File: src/rtl/rom_dl_pkg.sv
// Shared types for the ROM download sequencer.
// Holds the FSM state enum and the byte counter width.
package rom_dl_pkg;
    typedef enum logic [1:0] {IDLE, LOAD, HOLD, RUN} rom_dl_state_t;
    localparam int BYTE_COUNT_W = 17;
endpackage

File: src/rtl/rom_dl_bank_decode.sv
// Combinational ioctl address decoder: one-hot bank select,
// in-bank offset and range check (any bit above the bank index).
// Ports: addr_i (25b) -> bank_o (BANKS), offset_o (BANK_SHIFT), in_range_o.
module rom_dl_bank_decode #(
    parameter int BANKS      = 4,
    parameter int BANK_SHIFT = 11
) (
    input  logic [24:0]           addr_i,
    output logic [BANKS-1:0]      bank_o,
    output logic [BANK_SHIFT-1:0] offset_o,
    output logic                  in_range_o
);
    import rom_dl_pkg::*;

    localparam int IDX_W = $clog2(BANKS);
    localparam int TOP   = BANK_SHIFT + IDX_W;

    logic [IDX_W-1:0] idx;
    logic [24:0]      upper;

    assign idx        = addr_i[BANK_SHIFT +: IDX_W];
    assign upper      = addr_i >> TOP;
    assign in_range_o = (upper == '0);
    assign offset_o   = addr_i[BANK_SHIFT-1:0];

    always_comb begin
        bank_o = '0;
        for (int b = 0; b < BANKS; b++) begin
            bank_o[b] = in_range_o && (idx == IDX_W'(b));
        end
    end
endmodule

File: src/rtl/rom_dl_sequencer.sv
// Sequences the HPS ioctl ROM download into one-hot ROM bank writes and
// holds the core in reset around it. Optional ROM_DL_CHECKSUM_EN adds a
// mod-256 byte sum (port checksum, parameter EXPECTED_SUM).
// Ports: clk_sys, Reset_I (async, active-low), ioctl_* download inputs;
// wr_en/wr_bank/wr_addr/wr_data ROM writes; core_reset_n, busy, done,
// err, byte_count status. All outputs are registered.
module rom_dl_sequencer
    import rom_dl_pkg::*;
#(
    parameter int BANKS          = 4,
    parameter int BANK_SHIFT     = 11,
    parameter int EXPECTED_BYTES = 8192,
    parameter int HOLD_CYCLES    = 1024
`ifdef ROM_DL_CHECKSUM_EN
    ,
    parameter logic [7:0] EXPECTED_SUM = 8'h00
`endif
) (
    input  logic                    clk_sys,
    input  logic                    Reset_I,
    input  logic                    ioctl_download,
    input  logic                    ioctl_wr,
    input  logic [24:0]             ioctl_addr,
    input  logic [7:0]              ioctl_dout,
    output logic                    wr_en,
    output logic [BANKS-1:0]        wr_bank,
    output logic [BANK_SHIFT-1:0]   wr_addr,
    output logic [7:0]              wr_data,
    output logic                    core_reset_n,
    output logic                    busy,
    output logic                    done,
    output logic                    err,
    output logic [BYTE_COUNT_W-1:0] byte_count
`ifdef ROM_DL_CHECKSUM_EN
    ,
    output logic [7:0]              checksum
`endif
);
    localparam int HOLD_W = (HOLD_CYCLES > 1) ? $clog2(HOLD_CYCLES) : 1;
    localparam logic [HOLD_W-1:0] HOLD_LOAD = HOLD_W'(HOLD_CYCLES - 1);

    rom_dl_state_t             state_q;
    logic [HOLD_W-1:0]         hold_q;
    logic                      dl_q;
    logic                      range_q, range_d;
    logic [BYTE_COUNT_W-1:0]   count_q, count_d;
    logic                      wr_en_q;
    logic [BANKS-1:0]          wr_bank_q;
    logic [BANK_SHIFT-1:0]     wr_addr_q;
    logic [7:0]                wr_data_q;
    logic                      rstn_q, busy_q, done_q, err_q;

    logic [BANKS-1:0]          dec_bank;
    logic [BANK_SHIFT-1:0]     dec_off;
    logic                      dec_ok;
    logic                      in_load, accept, dl_rise, dl_fall;
    logic                      sum_ok, image_ok;

    rom_dl_bank_decode #(
        .BANKS     (BANKS),
        .BANK_SHIFT(BANK_SHIFT)
    ) u_dec (
        .addr_i    (ioctl_addr),
        .bank_o    (dec_bank),
        .offset_o  (dec_off),
        .in_range_o(dec_ok)
    );

    assign in_load = (state_q == LOAD);
    assign accept  = in_load && ioctl_wr && dec_ok;
    assign dl_rise = ioctl_download && !dl_q;
    assign dl_fall = !ioctl_download && dl_q;

`ifdef ROM_DL_CHECKSUM_EN
    logic [7:0] sum_q, sum_d;
    assign sum_d    = accept ? sum_q + ioctl_dout : sum_q;
    assign sum_ok   = (sum_d == EXPECTED_SUM);
    assign checksum = sum_q;
`else
    assign sum_ok = 1'b1;
`endif

    // A strobe in the same cycle as the falling edge is folded into the
    // *_d values so the end-of-download check already includes it.
    always_comb begin
        range_d = range_q | (in_load && ioctl_wr && !dec_ok);
        count_d = count_q;
        if (accept && count_q != '1) begin
            count_d = count_q + 1'b1;
        end
    end

    assign image_ok = (count_d == BYTE_COUNT_W'(EXPECTED_BYTES))
                   && !range_d && sum_ok;

    always_ff @(posedge clk_sys or negedge Reset_I) begin
        if (!Reset_I) begin
            state_q   <= HOLD;
            hold_q    <= HOLD_LOAD;
            dl_q      <= 1'b0;
            range_q   <= 1'b0;
            count_q   <= '0;
            wr_en_q   <= 1'b0;
            wr_bank_q <= '0;
            wr_addr_q <= '0;
            wr_data_q <= '0;
            rstn_q    <= 1'b0;
            busy_q    <= 1'b1;
            done_q    <= 1'b0;
            err_q     <= 1'b0;
`ifdef ROM_DL_CHECKSUM_EN
            sum_q     <= '0;
`endif
        end else begin
            dl_q      <= ioctl_download;
            wr_en_q   <= accept;
            wr_bank_q <= accept ? dec_bank : '0;
            if (accept) begin
                wr_addr_q <= dec_off;
                wr_data_q <= ioctl_dout;
            end
            if (!in_load && dl_rise) begin
                state_q <= LOAD;
                count_q <= '0;
                range_q <= 1'b0;
                err_q   <= 1'b0;
                done_q  <= 1'b0;
                rstn_q  <= 1'b0;
                busy_q  <= 1'b1;
`ifdef ROM_DL_CHECKSUM_EN
                sum_q   <= '0;
`endif
            end else begin
                unique case (state_q)
                    HOLD: begin
                        if (hold_q == '0) begin
                            state_q <= RUN;
                            rstn_q  <= 1'b1;
                            busy_q  <= 1'b0;
                        end else begin
                            hold_q <= hold_q - 1'b1;
                        end
                    end
                    LOAD: begin
                        count_q <= count_d;
                        range_q <= range_d;
`ifdef ROM_DL_CHECKSUM_EN
                        sum_q   <= sum_d;
`endif
                        if (dl_fall) begin
                            if (image_ok) begin
                                state_q <= HOLD;
                                hold_q  <= HOLD_LOAD;
                                done_q  <= 1'b1;
                            end else begin
                                state_q <= IDLE;
                                err_q   <= 1'b1;
                                busy_q  <= 1'b0;
                            end
                        end
                    end
                    IDLE: begin
                    end
                    RUN: begin
                    end
                endcase
            end
        end
    end

    assign wr_en        = wr_en_q;
    assign wr_bank      = wr_bank_q;
    assign wr_addr      = wr_addr_q;
    assign wr_data      = wr_data_q;
    assign core_reset_n = rstn_q;
    assign busy         = busy_q;
    assign done         = done_q;
    assign err          = err_q;
    assign byte_count   = count_q;
endmodule

File: config.mk
export PLATFORM = sky130hd
export DESIGN_NAME = rom_dl_sequencer
export DESIGN_NICKNAME = d
export VERILOG_FILES = /design/src/rtl/rom_dl_pkg.sv /design/src/rtl/rom_dl_bank_decode.sv /design/src/rtl/rom_dl_sequencer.sv
export SDC_FILE = /design/constraint.sdc
export NUM_CORES = 1
export LEC_CHECK = 0
export ABC_AREA = 0
export CORE_MARGIN = 2
export CORE_UTILIZATION = 59
export DETAILED_ROUTE_END_ITERATION = 12
export DONT_BUFFER_PORTS = 1
export PLACE_DENSITY = 0.75
export SYNTH_ARGS = -nofsm -noshare
export SYNTH_HDL_FRONTEND = slang
export SYNTH_HIERARCHICAL = 1
export SYNTH_SLANG_ARGS = --single-unit
File: constraint.sdc
create_clock -name clk_sys -period 9.5 [get_ports clk_sys]
set_clock_uncertainty 0.05 [all_clocks]
set_input_delay 1.9 -clock clk_sys [delete_from_list [all_inputs] [get_ports clk_sys]]
set_output_delay 1.9 -clock clk_sys [all_outputs]
set_load 0.03 [all_outputs]
==> results of run 1 <==
## layer usage
layer  track usage (%)  vias to the layer above  share of wire (%)
met5                 0                        -                  0
met4              9.48                        0                1.8
met1              31.7                     1272                 44
li1                  -                     1286                  -
met3              8.18                       10                8.4
met2              41.0                      101                 46
## kinds of logic after synthesis
family          after synthesis  share of synthesized area, %
xor+xnor                      3                         0.794
compound gates               82                          17.7
mux                           3                         0.908
simple gates                183                          27.8
buf+inv                      38                          5.90
fa+ha+maj                     5                          1.89
flops                        59                          45.1
## sequential cells by signal (all words and copies together), names as in the netlist
register,count
busy,1
byte_count,17
core_reset_n,1
dl_q,1
done,1
err,1
hold_q,10
range_q,1
state_q,2
wr_addr,11
wr_bank,4
wr_data,8
wr_en,1
## worst max-delay path: stages
cell	delay, ns
or4_4	0.56
nor3_1	0.44
nand3_2	0.52
or3_4	0.58
or4_1	0.42
a211oi_2	0.26
nand4_1	0.66
a31oi_1	0.39
## through the flow
| stage | total power [mW] | utilization (%) | std cells |
|---|---|---|---|
| after floorplan | 0.560 | - | 373 |
| after global placement | 0.600 | 59.2 | 417 |
| after detailed placement | 0.612 | 59.2 | 417 |
| after CTS | 0.864 | 63.1 | 433 |
| after global routing | 0.916 | 63.1 | 433 |
| final | 0.861 | 63.1 | 433 |
## area by class of cell
type | instances | area, µm² | area share [%]
multi-input cells | 276 | 1620 | 47.0
flip-flops and latches | 59 | 1490 | 43.2
clock buffers | 14 | 153 | 4.42
well taps | 72 | 90.1 | 2.61
clock inverters | 2 | 60.1 | 1.74
inverters | 10 | 37.5 | 1.09
## power groups by stage
stage / combinational, mW / clock, mW / sequential (mW)
2_1_floorplan: 0.222 / 0 / 0.338
3_3_place_gp: 0.254 / 0 / 0.346
3_5_place_dp: 0.265 / 0 / 0.348
4_1_cts: 0.266 / 0.255 / 0.343
5_1_grt: 0.302 / 0.265 / 0.350
6_report: 0.265 / 0.251 / 0.345
## path summary, 6_finish.rpt
kind                       depth (start not counted)    endpoint
setup / recovery                                   8   hold_q[0]
hold / removal                                     2     range_q
setup reg to reg                                  12   hold_q[0]
hold reg to reg                                    2     range_q
max in group asynchronous                          0   hold_q[3]
min in group asynchronous                          0  wr_addr[0]
## placed cells by master, fill, tap and decap left out, drive strengths merged, types with 8 or more instances in the layout
cell,Yosys,routed
dfstp,12,12
o21ai,20,20
nand3,12,12
nand4,10,10
a21oi,20,20
dfrtp,47,47
clkbuf,9,14
inv,10,10
nor2,26,26
nand2b,8,8
nor3,10,10
nand2,80,80
==> impl_metrics.json, run 1 <==
{
  "maxSlewHeadroom_pct": 48.6,
  "r2r-start": "byte_count[0]",
  "critPathCaptureType": "flip-flop",
  "yosysSeqAreaShare_pct": 45.1,
  "routed_wl_um": 7220,
  "rrSetupSlack_ns": 5.00,
  "htreeDepth": 3,
  "grt_use_total_pct": 25.3,
  "pwr-share-seq_pct": 40.0,
  "antenna_found_initial": 0,
  "synth_edf_count": 0,
  "cp_max_fo": 25,
  "clkPwrFrac_pct": 29.2,
  "synth_top_cell_by_area": "dfrtp_1",
  "clock.fmax_mhz": 180,
  "synthTopCellsByCount": "80 x nand2_1, 47 x dfrtp_1, 26 x nor2_1, 19 x o21ai_0, 13 x a21oi_1",
  "core_area_um2": 5470,
  "hp-start": "range_q",
  "wire_per_inst_um": 16.7,
  "fin_crit_sh_pct": 58.5,
  "gr-total-overflow": 0,
  "leakage_nw": 1.53,
  "final_area_um2": 3450,
  "syn_inst": 373,
  "setup_tns_ns": 0,
  "first_pass_iters": 4,
  "postRouteAntennaNets": 0,
  "io_pins": 82,
  "place_area_um2": 3240,
  "synth-seq-cells": 59,
  "swShare_pct": 34.7,
  "cts_made_buffers": 9,
  "arrival_ns": 5.75,
  "drt_iter0_drc": 183,
  "combPwrFrac_pct": 30.8,
  "synth.most_common_cell": "nand2_1",
  "hold_viol": 0,
  "diodes": 0,
  "synth_top_flop_cell": "dfrtp_1",
  "ys_types": 61,
  "period_needed_ns": 5.56,
  "drive_gt1_share_pct": 12.7,
  "maxCapViolations": 0,
  "clkTransAtPathRegs_ns": 0.06,
  "floorplan.initialDensity_pct": 60.4,
  "syn-num-nets": 415,
  "critPathKind": "in -> reg",
  "nFillCells": 476,
  "vdd_drop_max_v": 0.000169,
  "nNetsFinal": 398,
  "min_path_type": "reg -> reg",
  "power_density_nw_per_um2": 249,
  "dp_hpwl_um": 4950,
  "p_int_mw": 0.562,
  "startpoint": "ioctl_addr[21]",
  "grt_pass1_wl_um": 12300,
  "avgViaCountPerCell": 6.16,
  "fp.dieW_um": 78.9,
  "startpoint_type": "input pin",
  "finalSetupViolations": 0,
  "drcViolationCount": 0,
  "cp.required_ns": 9.69,
  "clock_latency_ns": 0.33,
  "cts_root_buffer": "clkbuf_8",
  "cts_buffer_depth": 2,
  "hold_slack_ns": 0.495,
  "die_height_um": 78.9,
  "post_cts_buffers": 0,
  "slew_viol_final": 0,
  "grt_max_degree": 60,
  "grt_pass1_vias": 2660,
  "hold_buffers": 0,
  "rows": 27,
  "synth_top_cells_by_area": "dfrtp_1 36%, dfstp_2 9.5%, nand2_1 9.1%, nor2_1 3.0%, o21ai_0 2.9%",
  "worst_pin_slew_ns": 0.769,
  "cts_tree": "built",
  "syn_area_um2": 3310,
  "async_flop_share_pct": 100,
  "design.die.area_um2": 6220,
  "syn2layout_area_growth_pct": 4.39,
  "yosys_warnings": 6,
  "layout_setup_ws_ns": 3.94,
  "avgSynthCellArea_um2": 8.87,
  "vias": 2669,
  "synth_top_area_share_pct": 35.6,
  "place_ws_ns": 3.61,
  "outcome": "complete, no violations",
  "power.switching_mw": 0.298,
  "rsz0062_at_grt": "false",
  "cts_repair_resize_count": 0,
  "clock_sinks": 59,
  "routabilityCongestion": 0.862,
  "numPortBuffers": 0
}
No activity file was read; power rests on OpenSTA's default activity.
==> inputs of run 2 (changes only) <==
Settings changed: CORE_UTILIZATION 59 to 57.
Clock period 9.5 ns to 4.9 ns, I/O delays scaled along.
==> run 2 against run 1 <==
  * Register-to-register slack got worse by 4.0 ns
  * Wire length shrank 4.4%
  * Power is 87% higher
  * Worst setup slack got worse by 2.9 ns
  * Utilization shrank 0.86 points
  * Clock-buffer cell count decreased by 4
  * Sequential cell count did not move
  * Non-clock buffer count up 2
  * Clock power rose by 73%
  * Design area down 0.14%
  * Via count up 0.56%
  * Critical path type is now reg -> reg
  * Largest power group unchanged
  * Highest routed layer unchanged
==> impl_metrics.json, run 2 (synthesized netlist as in run 1, its figures left out) <==
{
  "worst_pin_slew_ns": 0.678,
  "cp.required_ns": 5.11,
  "hold_buffers": 0,
  "grt_max_degree": 60,
  "fp.dieW_um": 80.2,
  "cts_repair_resize_count": 0,
  "period_needed_ns": 3.88,
  "maxSlewHeadroom_pct": 54.8,
  "critPathCaptureType": "flip-flop",
  "grt_pass1_vias": 2413,
  "gr-total-overflow": 0,
  "clkTransAtPathRegs_ns": 0.07,
  "grt_pass1_wl_um": 11300,
  "wire_per_inst_um": 15.9,
  "setup_tns_ns": 0,
  "rsz0062_at_grt": "false",
  "core_area_um2": 5540,
  "clock_latency_ns": 0.34,
  "cp_max_fo": 13,
  "clock_sinks": 59,
  "cts_buffer_depth": 2,
  "routed_wl_um": 6900,
  "nNetsFinal": 400,
  "io_pins": 82,
  "hold_viol": 0,
  "layout_commonest_cell": "nand2_1",
  "diodes": 0,
  "grt_use_total_pct": 22.8,
  "layout_setup_ws_ns": 1.02,
  "vdd_drop_max_v": 0.000214,
  "place_ws_ns": 0.903,
  "numPortBuffers": 0,
  "dp_hpwl_um": 4780,
  "leakage_nw": 1.53,
  "avgViaCountPerCell": 6.17,
  "die_height_um": 80.2,
  "rrSetupSlack_ns": 1.02,
  "outcome": "complete, no violations",
  "design.die.area_um2": 6430,
  "layout.cells.most_common_list": "80 x nand2_1, 47 x dfrtp_1, 26 x nor2_1",
  "drt_iter0_drc": 163,
  "floorplan.initialDensity_pct": 59.7,
  "drive_gt1_share_pct": 14.0,
  "fin_crit_sh_pct": 79.2,
  "htreeDepth": 3,
  "vias": 2684,
  "arrival_ns": 4.09,
  "largest_reg_flops": 17,
  "critPathKind": "reg -> reg",
  "finalSetupViolations": 0,
  "post_cts_buffers": 0,
  "cts_tree": "built",
  "clock.fmax_mhz": 258,
  "min_path_type": "in -> async",
  "syn2layout_area_growth_pct": 4.24,
  "maxCapViolations": 0,
  "cts_made_buffers": 9,
  "power_density_nw_per_um2": 466,
  "cts_root_buffer": "clkbuf_8",
  "first_pass_iters": 5,
  "hold_slack_ns": 0.276,
  "rows": 27,
  "slew_viol_final": 0,
  "routabilityCongestion": 0.861,
  "antenna_found_initial": 0,
  "drcViolationCount": 0,
  "postRouteAntennaNets": 0,
  "startpoint_type": "flip-flop"
}
==> run 2: cell types whose count changed in the layout (fill, tap and decap cells not counted), sizes merged <==
cell	previous run	this run
inv	10	11
clkinvlp	0	1
buf	0	2
clkbuf	14	10
clkinv	0	3
bufinv	2	1
==> run 2: layout make-up <==
class	count	area, µm²
fill	492	2090
inverter	10	37.5
clock buffer	10	128
tap	72	90.1
sequential	59	1490
timing repair buffer	2	15.0
multi-input combinational	276	1620
clock inverter	6	65.1
==> run 2: critical path: stages, from the launching register on <==
cell and delay, ns:
dfrtp_1 0.64, ha_1 0.36, nand3_2 0.16, nor2_1 0.22, nand3_1 0.10, nor2_1 0.14, ha_1 0.22, and4b_1 0.35
or4_1 0.44, a221o_1 0.36, a211oi_1 0.24, nand4_1 0.12, buf_4 0.21, a31oi_1 0.17
==> run 2: metrics by stage <==
step                      utilization (%)  std cells  total power [mW]  cell area [µm²]
after floorplan                         -        373              1.09             3310
after global placement               58.8        419              1.16             3260
after detailed placement             58.8        419              1.18             3260
after CTS                            62.2        435              1.61             3450
after global routing                 62.2        435              1.71             3450
final                                62.2        435              1.61             3450
==> run 2: path summary, 6_finish.rpt <==
check / start / cells after the start / end
max: byte_count[0] / 13 / hold_q[0]
max reg2reg: byte_count[0] / 13 / hold_q[0]
min: Reset_I / 0 / byte_count[8]
max in group asynchronous: Reset_I / 0 / hold_q[1]
min reg2reg: range_q / 2 / range_q
min in group clk_sys: range_q / 2 / range_q
==> run 2: power breakdown <==
part | internal [mW] | switching (mW)
registers | 0.585 | 0.0805
clock network | 0.235 | 0.198
logic | 0.203 | 0.304
==> run 2: metal layers <==
layer	part of all wire (%)	track usage [%]	vias up	wire length [µm]
li1	-	-	1288	-
met5	0	0	-	0
met1	42	29.0	1247	2930
met4	1.8	11.4	0	124
met2	47	34.8	136	3220
met3	9.0	7.64	13	620
